## src/rtl/pipeline_stall_if.sv

```systemverilog
// Handshake bundle between the hazard/branch/mul-div logic and the pipeline stall controller.
interface pipeline_stall_if;
  logic        hazard_req;
  logic [1:0]  hazard_cycles;
  logic        branch_taken;
  logic        md_start;
  logic        md_done;
  logic        PCWrite;
  logic        IFIDWrite;
  logic        HazardMux;
  logic        IFIDFlush;
  logic        IDEXFlush;
  logic        md_timeout;
  logic [15:0] stall_count;

  modport master (
    output hazard_req, hazard_cycles, branch_taken, md_start, md_done,
    input  PCWrite, IFIDWrite, HazardMux, IFIDFlush, IDEXFlush, md_timeout, stall_count
  );

  modport slave (
    input  hazard_req, hazard_cycles, branch_taken, md_start, md_done,
    output PCWrite, IFIDWrite, HazardMux, IFIDFlush, IDEXFlush, md_timeout, stall_count
  );
endinterface

```

## src/rtl/pipeline_stall_ctrl.sv

```systemverilog
// Pipeline stall/flush controller: hazard bubbles, branch flushes, mul/div wait with watchdog.
// Optional stall statistics counter enabled by defining PIPELINE_STALL_STATS_EN.
module pipeline_stall_ctrl (
  input  logic             clk,
  input  logic             rst,
  pipeline_stall_if.slave  bus
);

  typedef enum logic [1:0] {
    ST_RUN    = 2'd0,
    ST_STALL  = 2'd1,
    ST_MDWAIT = 2'd2
  } state_t;

  localparam logic [5:0] WD_LAST = 6'd62;

  state_t      state_q, state_d;
  logic [1:0]  cnt_q, cnt_d;
  logic [5:0]  wd_q, wd_d;
  logic [1:0]  hz_n_s;

  logic        pc_write_s;
  logic        ifid_write_s;
  logic        hazard_mux_s;
  logic        ifid_flush_s;
  logic        idex_flush_s;
  logic        md_timeout_s;

  // State, bubble counter and watchdog registers.
  always_ff @(posedge clk) begin
    if (rst) begin
      state_q <= ST_RUN;
      cnt_q   <= 2'd0;
      wd_q    <= 6'd0;
    end else begin
      state_q <= state_d;
      cnt_q   <= cnt_d;
      wd_q    <= wd_d;
    end
  end

  // A requested bubble count of zero still costs one bubble.
  always_comb begin
    if (bus.hazard_cycles == 2'd0) begin
      hz_n_s = 2'd1;
    end else begin
      hz_n_s = bus.hazard_cycles;
    end
  end

  // Next-state and counter update logic.
  always_comb begin
    state_d = state_q;
    cnt_d   = cnt_q;
    wd_d    = wd_q;
    case (state_q)
      ST_RUN: begin
        if (bus.branch_taken) begin
          state_d = ST_RUN;
        end else if (bus.md_start) begin
          wd_d    = 6'd0;
          state_d = ST_MDWAIT;
        end else if (bus.hazard_req) begin
          if (hz_n_s > 2'd1) begin
            cnt_d   = hz_n_s - 2'd1;
            state_d = ST_STALL;
          end else begin
            state_d = ST_RUN;
          end
        end else begin
          state_d = ST_RUN;
        end
      end
      ST_STALL: begin
        if (bus.branch_taken) begin
          cnt_d   = 2'd0;
          state_d = ST_RUN;
        end else if (cnt_q <= 2'd1) begin
          cnt_d   = 2'd0;
          state_d = ST_RUN;
        end else begin
          cnt_d   = cnt_q - 2'd1;
          state_d = ST_STALL;
        end
      end
      ST_MDWAIT: begin
        if (bus.md_done) begin
          state_d = ST_RUN;
        end else if (wd_q == WD_LAST) begin
          wd_d    = wd_q + 6'd1;
          state_d = ST_RUN;
        end else begin
          wd_d    = wd_q + 6'd1;
          state_d = ST_MDWAIT;
        end
      end
      default: begin
        cnt_d   = 2'd0;
        wd_d    = 6'd0;
        state_d = ST_RUN;
      end
    endcase
  end

  // Output decode; stall outputs are the safe default, flushes only with PCWrite=1.
  always_comb begin
    pc_write_s   = 1'b0;
    ifid_write_s = 1'b0;
    hazard_mux_s = 1'b1;
    ifid_flush_s = 1'b0;
    idex_flush_s = 1'b0;
    md_timeout_s = 1'b0;
    if (rst) begin
      pc_write_s = 1'b0;
    end else begin
      case (state_q)
        ST_RUN: begin
          if (bus.branch_taken) begin
            pc_write_s   = 1'b1;
            ifid_write_s = 1'b1;
            hazard_mux_s = 1'b0;
            ifid_flush_s = 1'b1;
            idex_flush_s = 1'b1;
          end else if (bus.md_start || bus.hazard_req) begin
            pc_write_s = 1'b0;
          end else begin
            pc_write_s   = 1'b1;
            ifid_write_s = 1'b1;
            hazard_mux_s = 1'b0;
          end
        end
        ST_STALL: begin
          if (bus.branch_taken) begin
            pc_write_s   = 1'b1;
            ifid_write_s = 1'b1;
            hazard_mux_s = 1'b0;
            ifid_flush_s = 1'b1;
            idex_flush_s = 1'b1;
          end else begin
            pc_write_s = 1'b0;
          end
        end
        ST_MDWAIT: begin
          if (bus.md_done) begin
            pc_write_s   = 1'b1;
            ifid_write_s = 1'b1;
            hazard_mux_s = 1'b0;
          end else if (wd_q == WD_LAST) begin
            pc_write_s   = 1'b1;
            ifid_write_s = 1'b1;
            hazard_mux_s = 1'b0;
            md_timeout_s = 1'b1;
          end else begin
            pc_write_s = 1'b0;
          end
        end
        default: begin
          pc_write_s = 1'b0;
        end
      endcase
    end
  end

  assign bus.PCWrite    = pc_write_s;
  assign bus.IFIDWrite  = ifid_write_s;
  assign bus.HazardMux  = hazard_mux_s;
  assign bus.IFIDFlush  = ifid_flush_s;
  assign bus.IDEXFlush  = idex_flush_s;
  assign bus.md_timeout = md_timeout_s;

`ifdef PIPELINE_STALL_STATS_EN
  logic [15:0] stall_count_q, stall_count_d;

  // Saturating count of cycles in which the PC was held.
  always_comb begin
    if (!pc_write_s && (stall_count_q != 16'hFFFF)) begin
      stall_count_d = stall_count_q + 16'd1;
    end else begin
      stall_count_d = stall_count_q;
    end
  end

  // Stall statistics register.
  always_ff @(posedge clk) begin
    if (rst) begin
      stall_count_q <= 16'h0000;
    end else begin
      stall_count_q <= stall_count_d;
    end
  end

  assign bus.stall_count = stall_count_q;
`else
  assign bus.stall_count = 16'h0000;
`endif

endmodule

```

## src/flat_wrapper.sv

```systemverilog
// flat-port wrapper written by rule: the top's interface ports become plain ports
module pipeline_stall_ctrl_flat 
  (clk, rst, bus_hazard_req, bus_hazard_cycles, bus_branch_taken, bus_md_start, bus_md_done, bus_PCWrite, bus_IFIDWrite, bus_HazardMux, bus_IFIDFlush, bus_IDEXFlush, bus_md_timeout, bus_stall_count);
  pipeline_stall_if bus_i ();
  input  logic clk;
  input  logic rst;
  input wire logic [$bits(bus_i.hazard_req)-1:0] bus_hazard_req;
  input wire logic [$bits(bus_i.hazard_cycles)-1:0] bus_hazard_cycles;
  input wire logic [$bits(bus_i.branch_taken)-1:0] bus_branch_taken;
  input wire logic [$bits(bus_i.md_start)-1:0] bus_md_start;
  input wire logic [$bits(bus_i.md_done)-1:0] bus_md_done;
  output wire logic [$bits(bus_i.PCWrite)-1:0] bus_PCWrite;
  output wire logic [$bits(bus_i.IFIDWrite)-1:0] bus_IFIDWrite;
  output wire logic [$bits(bus_i.HazardMux)-1:0] bus_HazardMux;
  output wire logic [$bits(bus_i.IFIDFlush)-1:0] bus_IFIDFlush;
  output wire logic [$bits(bus_i.IDEXFlush)-1:0] bus_IDEXFlush;
  output wire logic [$bits(bus_i.md_timeout)-1:0] bus_md_timeout;
  output wire logic [$bits(bus_i.stall_count)-1:0] bus_stall_count;
  assign bus_i.hazard_req = bus_hazard_req;
  assign bus_i.hazard_cycles = bus_hazard_cycles;
  assign bus_i.branch_taken = bus_branch_taken;
  assign bus_i.md_start = bus_md_start;
  assign bus_i.md_done = bus_md_done;
  assign bus_PCWrite = bus_i.PCWrite;
  assign bus_IFIDWrite = bus_i.IFIDWrite;
  assign bus_HazardMux = bus_i.HazardMux;
  assign bus_IFIDFlush = bus_i.IFIDFlush;
  assign bus_IDEXFlush = bus_i.IDEXFlush;
  assign bus_md_timeout = bus_i.md_timeout;
  assign bus_stall_count = bus_i.stall_count;
  pipeline_stall_ctrl u_core (.clk(clk), .rst(rst), .bus(bus_i));
endmodule
```

## config.mk

```make
export PLATFORM = sky130hd
export DESIGN_NAME = pipeline_stall_ctrl_flat
export DESIGN_NICKNAME = d
export VERILOG_FILES = /design/src/rtl/pipeline_stall_if.sv /design/src/rtl/pipeline_stall_ctrl.sv /design/src/flat_wrapper.sv
export SDC_FILE = /design/constraint.sdc
export NUM_CORES = 1
export LEC_CHECK = 0
export CAP_MARGIN = 5
export CORE_MARGIN = 2
export CORE_UTILIZATION = 43
export CTS_BUF_LIST = sky130_fd_sc_hd__clkbuf_4 sky130_fd_sc_hd__clkbuf_8 sky130_fd_sc_hd__clkbuf_16
export CTS_CLUSTER_DIAMETER = 150
export DETAILED_ROUTE_END_ITERATION = 8
export PLACE_DENSITY = 0.79
export SKIP_CTS_REPAIR_TIMING = 1
export SLEW_MARGIN = 5
export SYNTH_ARGS = -nofsm -noshare
export SYNTH_HDL_FRONTEND = slang
export SYNTH_SLANG_ARGS = --single-unit
```

## constraint.sdc

```tcl
create_clock -name clk -period 1.82 [get_ports clk]
set_clock_uncertainty 0.05 [all_clocks]
set_input_delay 0.364 -clock clk [delete_from_list [all_inputs] [get_ports clk]]
set_output_delay 0.364 -clock clk [all_outputs]
set_load 0.05 [all_outputs]
```

==> run metrics, run 1 <==
failing checks negative setup slack; area leader, netlist dfxtp_1; LEAKAGE 0.497 nW; Nets between 100 and 150; CTS Sinks 10; Worst-Skew Late Latency 0.27 ns; CP Max Fanout 3; Vias 812; drt wl/cell 14.2 um; fill count 123; vias in the first global route 704; Yosys warnings 0; clock root buffer clkbuf_4; total wire length between 2000 and 2500 um; CP Class flop to output pin; DRC 0; synthesized flop and latch total 10; worst reg2reg path depth 4; first-pass GRT wire length 2990 um; Critical Path RT 1.41 ns; post-synth top area share 24.6%; sequential share of the synthesized area between 20 and 25%; starting density of the core a little under half; fin crit period around 1.9 ns; CTS tree done; I/O pin count 30; Die Y about 48 um; crit start category flop; initial antenna violation count 0; largest net degree at the start of global routing 12; Die X 47.5 um; GRT Overall Usage 18.5%; top_reg_cell synth dfxtp_1; clk buf depth 2; DRT iter0 DRCs 14; Final Hold Viols 0; hold depth 3; vias per cell 5.38; RSZ-0062 raised after global routing yes; Synth async-reset ratio 0%; remaining global-route overflow 0; final worst-path cycle share 103%; Final Util around two thirds; Final Max Slew Viols 0; Area Overhead vs Synth 45.3%; Final HPWL DP about 1500 um; number of nets with antenna violations after routing 0; count leader, synth buf_4; hold slack a little under 0.4 ns; GP Congestion 0.832; slack of the critical path -0.0478 ns; CTS Buf Count 3; peak supply drop between 0.5 and 0.6 mV; syn avg cell area slightly below 8 sq um; Max-cap violations 0; f_max 535 MHz; Post-synth EDFFs 0; Antenna Cells 0; Port-buffer cells 13; Hold WC Path Type input pin to flop; Max H-tree Level 1; Arr. time, crit path 1.45 ns; Core Region 1750 sq um; Clock transition at path regs 0.07 ns; CP endpoint kind output pin; die area roughly 2300 sq um; final setup violating endpoints 2; Cells after Synth 103; most instantiated cells after synthesis 18 x buf_4, 10 x dfxtp_1, 9 x nand3_1; setup tns final -0.0956 ns; Unique masters post-synth 37; main area contributors after synthesis dfxtp_1 25%, buf_4 17%, nand3_1 5.5%; power per cell area 571 nW/um^2; status finished, violations left; First-pass DRT Iterations 4; layout cells sized above 1 34.1%; total power 675 uW; Core Rows 15; synthesized cell area 815 sq um
## where the power goes
group          switching, mW  total [mW]  internal [mW]  leakage, nW
combinational          0.162       0.245         0.0826        0.391
clock                 0.0846       0.206          0.122       0.0210
sequential           0.00522       0.224          0.219       0.0847
total                  0.252       0.675          0.423        0.497
## sequential cells by signal (all words and copies together) (netlist names)
signal,flops
u_core.cnt_q,2
u_core.state_q,2
u_core.wd_q,6
## area by class of cell
class                           count  area [sq um]  area share, %
Multi-Input combinational cell     77           552           46.6
Timing Repair Buffer               28           323           27.3
Sequential cell                    10           215           18.2
Clock buffer                        4          36.3           3.07
Tap cell                           25          31.3           2.64
Inverter                            7          26.3           2.22
## final timing paths
check | from | slack [ns] | to
max reg2reg | u_core.state_q[1] | 0.07 | u_core.wd_q[4]
max | u_core.wd_q[0] | -0.05 | bus_IFIDWrite
min | bus_md_start | 0.40 | u_core.state_q[1]
min reg2reg | u_core.cnt_q[1] | 0.46 | u_core.cnt_q[1]
## per-layer routing
metal / vias to the layer above / routed length (um) / track usage [%]
li1: 389 / - / -
met1: 383 / 891 / 21.2
met2: 34 / 1110 / 34.6
met3: 6 / 87 / 2.26
met4: 0 / 46 / 7.22
met5: - / 0 / 0
## critical path, cell delays in order (launching register included)
cell     delay [ns]
dfxtp_2        0.34
inv_2          0.04
ha_4           0.16
a31o_4         0.24
and3b_2        0.25
buf_12         0.16
## placed cells by master, fill, tap and decap left out, types with 2 or more instances in the layout
| master | netlist | layout |
|---|---|---|
| buf_4 | 18 | 13 |
| mux2i_1 | 4 | 4 |
| buf_12 | 0 | 6 |
| dfxtp_4 | 0 | 3 |
| a311oi_1 | 2 | 2 |
| dlymetal6s2s_1 | 0 | 5 |
| nand2_1 | 4 | 4 |
| clkdlybuf4s50_1 | 0 | 2 |
| nand3b_1 | 6 | 6 |
| a31oi_1 | 4 | 4 |
| dfxtp_1 | 10 | 4 |
| nor2_1 | 5 | 4 |
| dfxtp_2 | 0 | 3 |
| conb_1 | 1 | 16 |
| a21oi_1 | 2 | 2 |
| buf_6 | 0 | 2 |
| nand3_1 | 9 | 8 |
| inv_1 | 7 | 6 |
| a32oi_1 | 2 | 2 |
| clkbuf_4 | 0 | 3 |
## stage by stage
step                instance area (sq um)  worst slack [ns]  cells
CTS                                  1080            -0.310    149
floorplan                             893            -0.152    118
global placement                     1040            -0.291    145
detailed placement                   1040            -0.334    145
global route                         1180           -0.0861    151
finish                               1180           -0.0478    151
## kinds of logic (layout without fill, tap and decap cells)
family | after synthesis | count (layout) | synth area share, %
AOI/OAI and AO/OA | 22 | 22 | 20.9
and+or+nand+nor | 33 | 33 | 23.3
muxes | 4 | 4 | 4.92
buffers and inverters | 31 | 39 | 22.7
other | 1 | 16 | 0.460
DFF | 10 | 10 | 24.6
adders and majority gates | 2 | 2 | 3.07
Power figures use the tool's default switching activity.
==> run 2, diff against run 1 <==
--- a/config.mk
+++ b/config.mk
@@ -12,6 +12,7 @@
 export CTS_CLUSTER_DIAMETER = 150
 export DETAILED_ROUTE_END_ITERATION = 8
 export PLACE_DENSITY = 0.79
+export RECOVER_POWER = 25
 export SKIP_CTS_REPAIR_TIMING = 1
 export SLEW_MARGIN = 5
 export SYNTH_ARGS = -nofsm -noshare
==> run 2 against run 1 <==
The run still ends with negative setup slack left; non-clock buffer count is the same; total power grew 0.50%; die area is the same; clock-buffer cell count is the same; global-route usage is the same; critical path depth is the same; via count grew 0.25%; final cell count is the same.
==> run metrics, run 2 (synthesis gave the netlist of run 1 again) <==
status finished, violations left; failing checks negative setup slack; I/O pin count 30; Antenna Cells 0; RSZ-0062 raised after global routing yes; Vias 814; Nets 137; f_max 534 MHz; vias per cell 5.39; Post-Layout Cell Count ~150; largest net degree at the start of global routing 12; Final HPWL DP approximately 1500 um; WHS Endpoint u_core.state_q[1]; most frequent cells in the layout 16 x conb_1, 11 x buf_4, 8 x nand3_1; Core Rows 15; CTS tree done; starting density of the core around 47%; drt wl/cell 14.1 um; layout cells sized above 1 about a third; Final Hold Viols 0; vias in the first global route 704; final setup violating endpoints 2; GP Congestion 0.832; slack of the critical path -0.0540 ns; Die Y 47.5 um; Port-buffer cells 13; power per cell area 575 nW/um^2; CTS Sinks 10; largest registers u_core.wd_q (6), u_core.cnt_q (2), u_core.state_q (2); total wire length 2130 um; Core Region roughly 1700 sq um; fin crit period 1.87 ns; CTS Buf Count 3; worst reg2reg path depth 4; first-pass GRT wire length approximately 3000 um; Max H-tree Level 1; peak supply drop 0.536 mV; CP Max Fanout 3; remaining global-route overflow 0; Area Overhead vs Synth 44.9%; LEAKAGE between 0.4 and 0.5 nW; Clock transition at path regs ~0.080 ns; Final Max Slew Viols 0; clk buf depth 2; final instance area 1180 sq um; DP Area 1040 sq um; largest reg by FF count u_core.wd_q; clock root buffer clkbuf_4; GRT Overall Usage 18.5%; Critical Path RT 1.41 ns; First-pass DRT Iterations 4; r2r startpoint u_core.state_q[1]; hold slack 0.393 ns; number of nets with antenna violations after routing 0; Worst-Skew Late Latency 0.28 ns; placed instance count roughly 150; DRC 0; capture point of the worst reg-to-reg path u_core.wd_q[4]; Die X between 40 and 50 um; CP Class flop to output pin; most common cell after layout, fill and taps aside conb_1; total power between 600 and 700 uW; Worst Hold Launch bus_md_start; r2r setup slk 0.07 ns; Arr. time, crit path 1.46 ns; max FFs per register 6; Hold WC Path Type input pin to flop; final worst-path cycle share 103%; CP endpoint kind output pin; crit start category flop; hold depth 3; DRT iter0 DRCs 22; die area 2260 sq um; initial antenna violation count 0; Max-cap violations 0
run 2: worst max path at each step:
stage	slack [ns]	cells after the start	endpoint	startpoint
3_5_place_dp	-0.33	5	u_core.wd_q[2]	bus_md_start
2_1_floorplan	-0.15	3	bus_md_timeout	u_core.wd_q[2]
5_1_grt	-0.09	5	bus_PCWrite	u_core.wd_q[0]
3_3_place_gp	-0.29	4	u_core.wd_q[5]	bus_md_start
4_1_cts	-0.31	5	bus_PCWrite	bus_md_start
6_report	-0.05	5	bus_PCWrite	u_core.wd_q[0]
run 2: area by class of cell:
type,instances,area (sq um)
clock buffers,4,36.3
flip-flops and latches,10,215
well taps,25,31.3
inverters,7,26.3
repair buffers,28,319
multi-input cells,77,552
fillers,125,566
run 2: critical path, cell delays in order, from the launching register on:
cell     delay (ns)
dfxtp_2        0.34
inv_2          0.04
ha_4           0.15
a31o_4         0.24
and3b_2        0.25
buf_12         0.15
run 2: where the power goes:
| group | leakage (nW) | total, mW | internal [mW] | switching (mW) |
|---|---|---|---|---|
| Combinational | 0.387 | 0.244 | 0.0824 | 0.162 |
| Clock | 0.0210 | 0.210 | 0.122 | 0.0881 |
| Sequential | 0.0847 | 0.224 | 0.219 | 0.00530 |
| Total | 0.493 | 0.679 | 0.423 | 0.255 |
run 2: stage by stage:
stage / worst slack, ns / util (%) / TNS [ns]
detailed placement: -0.334 / 59.6 / -2.96
global placement: -0.291 / 59.6 / -2.46
floorplan: -0.152 / - / -0.152
global route: -0.0861 / 67.6 / -0.201
finish: -0.0540 / 67.6 / -0.108
CTS: -0.310 / 61.7 / -1.56
run 2: per-layer routing:
metal / GRT usage (%) / wire [um] / vias to the layer above
met3: 2.26 / 87 / 5
met4: 7.22 / 48 / 0
met1: 21.2 / 873 / 386
met2: 34.6 / 1120 / 33
met5: 0 / 0 / -
li1: - / - / 390
